--- src/rtl/tiny_enc.sv ---
// Iterative 32-bit TEA-style cipher (16-bit halves, 64-bit key), one round per clock.
// Optional runtime key/delta programming over an APB write port when TEA_APB_EN is defined.
module tiny_enc #(
  parameter logic [63:0] KEY     = 64'h816fc52b09e74da3,
  parameter logic [15:0] DELTA   = 16'h0123,
  parameter int unsigned SHIFT   = 3,
  parameter int unsigned ROUNDS  = 32,
  parameter bit          DECRYPT = 1'b0
) (
  input  logic        clk,
  input  logic        rst,
  input  logic        req,
  input  logic [31:0] wdata,
  output logic        ack,
  output logic [31:0] rdata,
  input  logic [31:0] pwdata,
  input  logic        pwrite,
  input  logic [31:0] paddr,
  input  logic        psel,
  input  logic        penable
);

  typedef enum logic {IDLE, RUN} state_t;

  state_t      state, state_nx;
  logic        req_d, start, done;
  logic [15:0] v0, v1, sum, wd;
  logic [15:0] v0_nx, v1_nx, sum_nx, sum_init;
  logic [63:0] wk, key_r;
  logic [15:0] delta_r;
  logic [7:0]  count;
  logic        unused_apb;

  function automatic logic [15:0] f(input logic [15:0] x, ka, kb, s);
    return ((x << SHIFT) + ka) ^ (x + s) ^ ((x >> (SHIFT + 1)) + kb);
  endfunction

  always_ff @(posedge clk or posedge rst) begin
    if (rst) state <= IDLE;
    else     state <= state_nx;
  end

  always_comb begin
    state_nx = state;
    start    = 1'b0;
    done     = 1'b0;
    case (state)
      IDLE: if (req && !req_d) begin
        start    = 1'b1;
        state_nx = RUN;
      end
      RUN: if (count == 8'(ROUNDS)) begin
        done     = 1'b1;
        state_nx = IDLE;
      end
      default: state_nx = IDLE;
    endcase
  end

  // Decrypt walks the sum back down from delta*ROUNDS, undoing the halves in reverse order.
  assign sum_init = DECRYPT ? 16'(delta_r * 16'(ROUNDS)) : 16'h0000;

  always_comb begin
    v0_nx  = v0;
    v1_nx  = v1;
    sum_nx = sum;
    if (DECRYPT) begin
      v1_nx  = v1 - f(v0, wk[47:32], wk[63:48], sum);
      v0_nx  = v0 - f(v1_nx, wk[15:0], wk[31:16], sum);
      sum_nx = sum - wd;
    end else begin
      sum_nx = sum + wd;
      v0_nx  = v0 + f(v1, wk[15:0], wk[31:16], sum_nx);
      v1_nx  = v1 + f(v0_nx, wk[47:32], wk[63:48], sum_nx);
    end
  end

  // The final round lands on count==ROUNDS-1; the extra edge publishes the result.
  always_ff @(posedge clk or posedge rst) begin
    if (rst) begin
      req_d <= 1'b0;
      ack   <= 1'b1;
      rdata <= '0;
      v0    <= '0;
      v1    <= '0;
      sum   <= '0;
      wd    <= '0;
      wk    <= '0;
      count <= '0;
    end else begin
      req_d <= req;
      if (start) begin
        v1    <= wdata[31:16];
        v0    <= wdata[15:0];
        wk    <= key_r;
        wd    <= delta_r;
        sum   <= sum_init;
        count <= '0;
        ack   <= 1'b0;
      end else if (done) begin
        rdata <= {v1, v0};
        ack   <= 1'b1;
      end else if (state == RUN) begin
        v0    <= v0_nx;
        v1    <= v1_nx;
        sum   <= sum_nx;
        count <= count + 8'd1;
      end
    end
  end

`ifdef TEA_APB_EN
  // Writes only touch the config registers; the working copy is refreshed at the next start.
  always_ff @(posedge clk or posedge rst) begin
    if (rst) begin
      key_r   <= KEY;
      delta_r <= DELTA;
    end else if (psel && penable && pwrite) begin
      case (paddr[3:2])
        2'd0:    key_r[31:0]  <= pwdata;
        2'd1:    key_r[63:32] <= pwdata;
        2'd2:    delta_r      <= pwdata[15:0];
        default: ;
      endcase
    end
  end
  assign unused_apb = ^{paddr[31:4], paddr[1:0]};
`else
  assign key_r      = KEY;
  assign delta_r    = DELTA;
  assign unused_apb = ^{pwdata, pwrite, paddr, psel, penable};
`endif

endmodule

--- config.mk ---
export PLATFORM = sky130hd
export DESIGN_NAME = tiny_enc
export DESIGN_NICKNAME = d
export VERILOG_FILES = /design/src/rtl/tiny_enc.sv
export SDC_FILE = /design/constraint.sdc
export NUM_CORES = 1
export LEC_CHECK = 0
export CAP_MARGIN = 20
export CELL_PAD_IN_SITES_DETAIL_PLACEMENT = 1
export CELL_PAD_IN_SITES_GLOBAL_PLACEMENT = 1
export CORE_MARGIN = 2
export CORE_UTILIZATION = 40
export CTS_CLUSTER_SIZE = 12
export DETAILED_ROUTE_END_ITERATION = 7
export HOLD_SLACK_MARGIN = 0.02
export MAX_ROUTING_LAYER = met4
export PLACE_DENSITY = 0.81
export SKIP_LAST_GASP = 1
export SLEW_MARGIN = 30
export SYNTH_ARGS = -nofsm -noshare
export SYNTH_HDL_FRONTEND = slang
export SYNTH_SLANG_ARGS = --single-unit
--- constraint.sdc ---
create_clock -name clk -period 7.8 [get_ports clk]
set_clock_uncertainty 0.05 [all_clocks]
set_input_delay 0.78 -clock clk [delete_from_list [all_inputs] [get_ports clk]]
set_output_delay 0.78 -clock clk [all_outputs]
set_load 0.02 [all_outputs]
**After elaboration in Yosys (flattened, before gate mapping)**

Index checks and enable logic that the tools add are counted.

- Bits in registers: 93
- Input bits: 102
- Output and inout bits: 33
- Word-level logic and storage cells: 54

- Add/subtract/negate cells: 10
- Equal/unequal tests: 2
- Mux-type cells: 20
- Bitwise gates (word level): 6
- Reduce and logical (&&, ||, !) cells: 6

Operator list:

| operator | number |
|---|---|
| 2-to-1 mux 16 bit | 9 |
| adder 16 bit | 5 |
| bitwise XOR 16 bit | 3 |
| 2-to-1 mux 8 bit | 3 |
| adder 12 x 16 -> 16 bit | 1 |
| adder 16 x 15 -> 16 bit | 1 |
| adder 16 x 9 -> 16 bit | 1 |
| bitwise XOR 16 x 13 -> 16 bit | 1 |
| adder 12 x 12 -> 13 bit | 1 |
| adder 8 x 1 -> 8 bit, second input constant | 1 |
| == test 8 x 6 -> 1 bit, second input constant | 1 |
| 2-to-1 mux 1 bit | 7 |
| AND reduction 2 bit | 2 |
| nonzero test 2 bit | 2 |
| inequality test 2 bit, second input constant | 1 |
| inverter 1 bit | 2 |
| one-hot mux 1 bit (2 select lines) | 1 |
| logical AND 1 bit | 1 |
| zero test 1 bit | 1 |

**Longest topological paths before layout**

- Depth after elaboration: 12
- Gate-level depth with buffers: 34
- Depth with buffers taken out: 34

**Least setup slack after synthesis**

Ideal clock, no wire load.

- Kind: register to register
- Start: reg wk[0] (netlist name)
- End: reg v1[15]
- Setup time: 0.130 ns
- Data arrival time: 6.857 ns
- Required time: 7.620 ns
- Setup slack: 0.762 ns
- Stages on the path, launching flop included: 31
- Buffers on the path: 0
- Period minus slack after synthesis: 7.038 ns
- Cell sequence: dfrtp_1 > ha_1 > and4_1 > a21oi_1 > nor2_1 > xor2_1 > ha_1 > xor2_1 > xnor2_1 > xnor2_1 > xor2_1 > xnor2_1 > ha_1 > a21o_1 > a41oi_1 > xnor2_1 > inv_1 > ha_1 > xnor3_4 > xnor2_1 > xnor2_1 > xnor2_1 > ha_1 > and4_1 > nand3_1 > a31oi_1 > o21ai_0 > nand2b_1 > a31o_2 > xor2_1 > o21ai_1

- Word-level cells in the longest chain between the ends: 11
- Elaborated cells between the ends (all ways): 14
- Those cells by class: 7 x add/sub; 3 x mux; 4 x bitwise

Ends and longest elaborated chain:

| what | RTL line | text |
|---|---|---|
| adder 16 x 15 -> 16 bit | 35 | `return ((x << SHIFT) + ka) ^ (x + s) ^ ((x >> (SHIFT + 1)) + kb);` |
| bitwise XOR 16 bit | 35 |  |
| bitwise XOR 16 x 13 -> 16 bit | 35 |  |
| adder 16 bit | 73 | `v0_nx = v0 + f(v1, wk[15:0], wk[31:16], sum_nx);` |
| adder 16 bit | 35 |  |
| bitwise XOR 16 bit | 35 |  |
| bitwise XOR 16 bit (*) | 35 |  |
| adder 16 bit (*) | 74 | `v1_nx = v1 + f(v0_nx, wk[47:32], wk[63:48], sum_nx);` |
| 2-to-1 mux 16 bit (*) | 103 | `end else if (state == RUN) begin` |
| 2-to-1 mux 16 bit (*) | 100 | `end else if (done) begin` |
| 2-to-1 mux 16 bit (*) | 92 | `if (start) begin` |
| to (signal assigned) | 93 | `v1 <= wdata[31:16];` |
| to (signal assigned) | 105 | `v1 <= v1_nx;` |
| to (decl) | 27 | `logic [15:0] v0, v1, sum, wd;` |

Every way passes the cells marked *; elsewhere a longest branch is shown, timed or not. The select of a mux whose other input is x is not followed.
A chain may end at the register's enable or synchronous reset.

**Worst setup path in the final report**

- Start: reg wk[0] (netlist name)
- End: reg v1[15]

- Word-level cells in the longest chain between the ends: 11
- Elaborated cells between the ends (all ways): 14
- Those cells by class: 7 x add/sub; 3 x mux; 4 x bitwise

Ends and longest elaborated chain:

| what | RTL line |
|---|---|
| adder 16 x 15 -> 16 bit | 35 |
| bitwise XOR 16 bit | 35 |
| bitwise XOR 16 x 13 -> 16 bit | 35 |
| adder 16 bit | 73 |
| adder 16 bit | 35 |
| bitwise XOR 16 bit | 35 |
| bitwise XOR 16 bit (*) | 35 |
| adder 16 bit (*) | 74 |
| 2-to-1 mux 16 bit (*) | 103 |
| 2-to-1 mux 16 bit (*) | 100 |
| 2-to-1 mux 16 bit (*) | 92 |

Marks and branches as above.

==> impl_metrics.json <==
{
  "status": "complete, no violations",
  "ys_types": 64,
  "synth-edff-count": 0,
  "syn-num-nets": 1083,
  "gp_congestion": 0.884,
  "port_buffers": 67,
  "async_reset_ff_share_pct": 100,
  "worstPathArrival_ps": 7660,
  "dp_slack_ps": 326,
  "drv_slew": 0,
  "grt_pass1_wl_um": 39400,
  "vias_per_cell": 5.69,
  "yosys_warnings": 0,
  "antenna_found_initial": 0,
  "fmax_mhz": 134,
  "setup_ws_ps": 331,
  "final_cell_mix": "xnor2_1, ha_1, dfrtp_1",
  "nFillCells": 2303,
  "cp_slowest_cell": "fa_2",
  "hold-worst-slack_ps": 411,
  "ys_seq_area_share_pct": 27.9,
  "drc_errors": 0,
  "netlist_instances": 879,
  "vias": 7045,
  "worst_pin_slew_ps": 890,
  "cts_inserted_buffers": 9,
  "fin_area_sq_um": 9760,
  "avgSynthCellArea_sq_um": 9.38,
  "clockBufferDepth": 2,
  "cp-start-kind": "flop",
  "place_area_sq_um": 9400,
  "nNetsFinal": 1168,
  "syn_area_sq_um": 8240,
  "dieArea_sq_um": 21800,
  "fin_crit_ps": 7470,
  "gr-total-overflow": 0,
  "grt_max_degree": 50,
  "place_hpwl_um": 18700,
  "finalSetupViolCount": 0,
  "finalHoldViolations": 0,
  "die_h_um": 148,
  "post-cts-setup-buffers": 0,
  "io_pins": 135,
  "cts_tree": "built",
  "critPathMaxFanout": 6,
  "grt_usage_pct": 23.8,
  "fp.dieW_um": 148,
  "htreeDepth": 3,
  "syn_to_final_growth_pct": 18.4,
  "cp-end-kind": "flop",
  "max_stage_delay_ps": 620,
  "slew_headroom_pct": 40.6,
  "drive_above_1_share_pct": 12.2,
  "max_cap_viol_count": 0,
  "crit_required_ps": 7990,
  "worstSetupPathType": "reg -> reg",
  "final.period_utilization_pct": 95.8,
  "rows": 52,
  "ant_nets": 0,
  "synth-seq-cells": 92,
  "wl_um": 24400,
  "start_util_pct": 40.7,
  "cts_sinks": 92,
  "grt_pass1_vias": 7407,
  "coreArea_sq_um": 20200,
  "antenna_cells": 0,
  "layout_commonest_cell": "xnor2_1",
  "first_pass_iters": 5,
  "ys.flop_type": "dfrtp_1",
  "finalSetupTns_ps": 0,
  "cts_root_buffer": "clkbuf_16",
  "drt_iter0_drc": 366,
  "routedWlPerCell_um": 19.7,
  "cts.clk_slew.worst_paths_ps": 70,
  "clk_latency_ps": 370,
  "hp-class": "reg -> reg"
}
Yosys cell counts (2+ instances only):
cell	n	area share, %
o21a_1	8	0.73
and3_1	3	0.23
a211oi_1	3	0.27
xor2_1	35	3.7
a31o_2	6	0.64
nand2_1	89	4.1
o21ai_0	51	3.1
xnor2_1	126	13
nor3_1	11	0.67
a41o_1	2	0.24
a21o_1	30	2.7
mux2_2	30	4.1
a41oi_1	4	0.42
or3_1	5	0.38
o211ai_1	6	0.55
nand2b_1	6	0.46
o31ai_1	5	0.46
a31oi_1	12	0.91
o21bai_1	3	0.27
nor2_1	40	1.8
inv_1	31	1.4
ha_1	95	14
o21ai_1	9	0.55
dfrtp_1	91	28
nor3b_1	3	0.27
nand4_1	5	0.38
fa_1	7	1.7
and4_1	3	0.32
xnor2_2	2	0.39
xnor3_1	3	0.82
clkbuf_1	20	0.91
a221o_1	2	0.24
a22oi_1	26	2.4
nor2b_1	7	0.53
a21oi_1	44	2.7
nand3_1	22	1.3
nor4_1	3	0.23
and2_1	5	0.38
path summary, 6_finish.rpt:
path	cells after the start	slack [ps]	startpoint	to
setup / recovery	32	330	wk[0]	v1[15]
hold / removal	2	410	ack	ack
setup reg to reg	32	330	wk[0]	v1[15]
hold reg to reg	2	410	ack	ack
max in group asynchronous	3	5780	rst	wk[0]
min in group asynchronous	2	770	rst	rdata[14]
critical path, delay by kind of cell, from the launching register on:
family / cells / cell delay (ps)
adders and majority gates: 7 / 2780
AOI/OAI and AO/OA: 9 / 1460
and+or+nand+nor: 8 / 1200
xor gates and xnor gates: 5 / 1050
DFF: 1 / 480
buffers and inverters: 3 / 300
flip-flops by register name, indices dropped and copies added, names as in the netlist:
register,flops
count,8
sum,16
v1,16
state,1
wk,1
v0,16
rdata,32
req_d,1
ack,1
logic make-up after synthesis:
family	count (synthesis)	share of synthesized area (%)
muxes	30	4.10
AOI/OAI and AO/OA	226	18.5
and+or+nand+nor	210	12.0
xor gates and xnor gates	168	19.0
DFF	92	27.9
buffers and inverters	51	2.32
adders and majority gates	102	16.1
through the flow:
step	utilization (%)	std cells
4_1_cts	47.8	1239
5_1_grt	48.2	1239
3_3_place_gp	46.4	1223
6_report	48.2	1239
3_5_place_dp	46.4	1223
2_1_floorplan	-	879
area by class of cell:
class / count / area [sq um] / share of cell area [%]
clock buffers: 10 / 239 / 2.45
clock inverters: 6 / 38.8 / 0.397
inverters: 31 / 119 / 1.22
multi-input cells: 736 / 5850 / 59.9
flip-flops and latches: 92 / 2300 / 23.6
well taps: 270 / 338 / 3.46
repair buffers: 94 / 873 / 8.95
routing by layer:
layer  up-vias  track usage (%)  part of all wire (%)
met3        35             3.09                   4.0
li1       3309                -                     -
met4         0             7.02                   1.5
met2       145             38.2                    48
met1      3556             31.5                    47
met5         -                -                     0
repair_timing:
| action | CTS | global route |
|---|---|---|
| gates resized for setup | 0 | 18 |
| hold buffers | 0 | 0 |
| endpoints found under the setup margin | 0 | 3 |
Power is not shown: default switching activity piles up to over one toggle a cycle in this logic, so the estimate is an artifact.
==> RTL edit 1: new RTL, same settings <==
Set the parameter `DECRYPT` to 1'b1 (it was 1'b0).
--- a/src/rtl/tiny_enc.sv
+++ b/src/rtl/tiny_enc.sv
@@ -6,5 +6,5 @@
   parameter int unsigned SHIFT   = 3,
   parameter int unsigned ROUNDS  = 32,
-  parameter bit          DECRYPT = 1'b0
+  parameter bit          DECRYPT = 1'b1
 ) (
   input  logic        clk,
Behaviour: same outputs for any inputs over 10 cycles, from zero or initial values and one cycle with rst high; that may be too few to reach the edited logic, so the function may still have changed.
==> RTL edit 1 against the original RTL <==
Sequential cell count did not move; setup slack improved by 0.075 ns; area after synthesis is 2.7% lower; routed wire length shrank 2.4%; critical path type unchanged; final area is 3.1% lower; hold slack improved by 0.0014 ns; maximum frequency is 1.0% higher.
Power is left out: the tool's default activity adds up to more than one toggle a clock period on the data nets, which glitch-free logic cannot reach.
==> RTL edit 1: results (changes against the original RTL) <==
area of the multi-input gates 0.005539 mm^2 (-5.2%); Seq/Total Area, Yosys 28.73% (+0.79 points); adder-cell share of the synthesized area 15.79% (-0.33 points); GR Layer Usage met3 3.762% (+0.68 points); routed vias/inst 5.602 (-1.5%); CTS H-tree lvls 3 (unchanged); outcome finished, final reports clean; multiplexer share of the synthesized area 4.198% (+0.10 points); final RePlAce weighted congestion 0.9176 (+3.8%); First-pass DRT Iterations 4 (-1); Critical Path Max Stage Delay 0.43 ns (-0.19 ns); CP max FO 6 (unchanged); Post-Layout Cell Count 1210 (-2.3%); GR Util met1 28.68% (-2.8 points); synth warn 0 (unchanged); vias in the first global route 7393 (-0.19%); Netlist cell types 65 (+1.6%); grt met2 use 39.72% (+1.5 points); global-route usage over all layers 23.50% (-0.27 points); ys flop type dfrtp_1; NumNets Final 1139 (-2.5%); routed len/inst 19.69 um (about the same); global-route wire length before repair 38740 um (-1.5%); cts repair resizes 1 (+1); placed inst area 0.009129 mm^2 (-2.8%); pre-CTS setup slack 0.07737 ns (-0.2484 ns); crit path DAT 7.60 ns (-0.06 ns); largest net degree at the start of global routing 51 (+2.0%); XOR/XNOR share of the synthesized area 18.18% (-0.79 points); measured slew at the worst slew-check pin 0.7587 ns (-0.1313 ns); Final HPWL DP 18360 um (-1.7%); DRT iter0 DRCs 291 (-20%); final hold violations 0 (unchanged); top cells by area, synth dfrtp_1 28%, xnor2_1 14%, ha_1 14%, mux2_2 4.1%, xor2_1 3.6%; Mapped Cells 859 (-2.3%); Largest register FFs 32 (unchanged); share of layout cells above drive strength 1 9.841% (-2.3 points); Clock Tree Buf Depth 2 (unchanged); fillers 2288 (-0.65%); commonest cells in the synthesized netlist 129 x xnor2_1, 91 x dfrtp_1, 90 x ha_1; Crit-path slowest cell dfrtp_1; Worst Hold Class reg -> reg; post-synthesis compound-gate area fraction 19.49% (+0.95 points)
RTL edit 1: cell types whose count changed in the layout (fill, tap and decap cells not counted), moves of 4 or more:
cell	delta
and3_1	+4
ha_1	-4
xnor2_1	+8
nor2_1	+11
nor2b_1	+5
o21ai_1	-8
xnor2_2	-6
inv_1	+6
o31a_1	+4
o21ai_0	+5
nand3_1	-13
nand2_1	-30
o21bai_1	+4
RTL edit 1: logic make-up (layout without fill, tap and decap cells):
kind of cell / Yosys count / in the layout
flip-flops: 92 / 92
XOR/XNOR: 164 / 164
adder cells (fa/ha/maj): 97 / 97
multiplexers: 30 / 30
buffers and inverters: 58 / 144
AO/OA/AOI/OAI: 233 / 233
AND/OR/NAND/NOR: 185 / 185
RTL edit 1: path summary, 6_finish.rpt:
kind	to	slack (ns)	cells after the start	from
setup / recovery	v0[15]	0.41	35	sum[0]
min in group asynchronous	count[6]	0.82	2	rst
max in group asynchronous	rdata[28]	5.86	3	rst
setup reg to reg	v0[15]	0.41	35	sum[0]
hold reg to reg	ack	0.41	2	ack
hold / removal	ack	0.41	2	ack
RTL edit 1: per-layer routing:
layer | vias up | share of wire [%]
met1 | 3388 | 45
met5 | - | 0
li1 | 3229 | -
met2 | 120 | 49
met4 | 0 | 2.5
met3 | 42 | 3.2
RTL edit 1: final cells by class:
type                    instances  area share (%)
multi-input cells             709           58.58
flip-flops and latches         92           24.36
repair buffers                 91           8.998
well taps                     265           3.507
clock buffers                   9           2.382
inverters                      37           1.495
clock inverters                 7          0.6749
RTL edit 1: critical path, delay by kind of cell (launching register included):
kind	cells	cell delay, ns
compound gates	15	2.44
buf+inv	2	0.25
flops	1	0.43
fa+ha+maj	5	1.58
simple gates	3	0.72
xor+xnor	10	1.80
==> RTL edit 2: new RTL, same flow settings <==
Made on the original files. Add a define of `TEA_APB_EN`.
--- a/src/rtl/tiny_enc.sv
+++ b/src/rtl/tiny_enc.sv
@@ -1,4 +1,6 @@
 // Iterative 32-bit TEA-style cipher (16-bit halves, 64-bit key), one round per clock.
 // Optional runtime key/delta programming over an APB write port when TEA_APB_EN is defined.
+`define TEA_APB_EN
+
 module tiny_enc #(
   parameter logic [63:0] KEY     = 64'h816fc52b09e74da3,
Function: no difference found for any inputs over 10 cycles, from zero or initial values and one cycle with rst high; that may be too few to reach the edited logic, so the function may still have changed.
==> RTL edit 2 against the original RTL <==
The flow now finishes with violations (negative setup slack); final area grew 110%; setup slack lost 0.90 ns; sequential cell count grew 159; routed wire length grew 110%; area after synthesis grew 90%; hold slack gained 0.0041 ns; non-clock buffer count grew 274; core utilization grew 4.7 points; largest cell class unchanged; highest routed layer unchanged.
Power is not shown: default switching activity piles up to over one toggle a cycle in this logic, so the estimate is an artifact.
==> RTL edit 2: results (changes against the original RTL) <==
outcome finished with violations; failing checks negative setup slack; CP max FO 5 (-1); vias 13360 (+90%); final RePlAce weighted congestion 0.9295 (+5.2%); commonest cells in the synthesized netlist 329 x nand2_1, 214 x dfrtp_1, 142 x xnor2_1; RR Startpoint sum[1]; pre-CTS setup slack -0.9794 ns (-1.305 ns); largest net degree at the start of global routing 159 (+220%); fillers 4285 (+86%); routed len/inst 21.05 um (+6.8%); Setup Fix Bufs, Post-CTS 18 (+18); Buffers on Ports 104 (+55%); final setup margin -0.5653 ns (-0.8968 ns); Netlist cell types 74 (+16%); global-route usage over all layers 26.17% (+2.4 points); Final Setup Violations 5 (+5); placed inst area 0.01893 mm^2 (+100%); syn nets 1831 (+69%); top cells by area, synth dfrtp_1 34%, ha_1 10%, mux2_2 8.0%, xnor2_1 8.0%, nand2_1 7.9%; CTS H-tree lvls 1 (-2); RR Endpoint v1[14]; Critical Path Max Stage Delay 0.40 ns (-0.22 ns); CP top delay family compound AO/OA/AOI/OAI gates; First-pass DRT Iterations 4 (-1); Seq/Total Area, Yosys 40.46% (+13 points); cts repair resizes 64 (+64); DRT iter0 DRCs 686 (+87%); vias in the first global route 14550 (+96%); hold_ws 0.4150 ns (+0.004096 ns); global-route wire length before repair 81160 um (+110%); share of layout cells above drive strength 1 27.41% (+15 points); Num CTS Buffers 27 (+18); Clock Tree Buf Depth 3 (+1); Final HPWL DP 39700 um (+110%); NumNets Final 2181 (+87%)
[RTL edit 2: changes by cell type after synthesis, sizes merged, moves of 27 or more]
cell / before / now
mux2: 30 / 111
ha: 95 / 131
dfstp: 1 / 37
dfrtp: 91 / 214
a21oi: 44 / 71
nand2: 89 / 329
[RTL edit 2: layout make-up]
cell class	instances	area, um^2	area share, %
multi-input cells	1246	9438	46.12
flip-flops and latches	251	6327	30.92
repair buffers	368	3054	14.92
clock buffers	43	755.7	3.693
well taps	518	648.1	3.167
inverters	45	176.4	0.8621
clock inverters	6	65.06	0.3179
[RTL edit 2: worst max-delay path by stage]
stage	end	slack (ns)	cells after the start
global route	v1[15]	-0.87	44
detailed placement	v1[15]	-0.98	45
floorplan	v1[15]	0.006	40
global placement	v1[15]	-0.76	45
CTS	v1[15]	-0.35	42
finish	v1[14]	-0.57	41
[RTL edit 2: logic make-up after synthesis]
kind of cell / Yosys count / synth area share (%)
muxes: 111 / 7.992
adders and majority gates: 140 / 11.63
xor gates and xnor gates: 178 / 10.15
buffers and inverters: 92 / 2.448
and+or+nand+nor: 494 / 13.38
AOI/OAI and AO/OA: 323 / 13.94
DFF: 251 / 40.46
[RTL edit 2: metal layers]
metal | GRT usage [%] | share of wire, % | vias up
met4 | 6.907 | 2.4 | 0
met3 | 3.045 | 4.6 | 87
met2 | 42.68 | 48 | 282
met5 | - | 0 | -
met1 | 34.69 | 45 | 6745
li1 | - | - | 6247
[RTL edit 2: metrics by stage]
| stage | instances | setup TNS (ns) |
|---|---|---|
| after floorplan | 1589 | 0 |
| after global placement | 2399 | -2.398 |
| after detailed placement | 2399 | -3.622 |
| after CTS | 2466 | -0.7716 |
| after global routing | 2477 | -3.653 |
| final | 2477 | -1.967 |
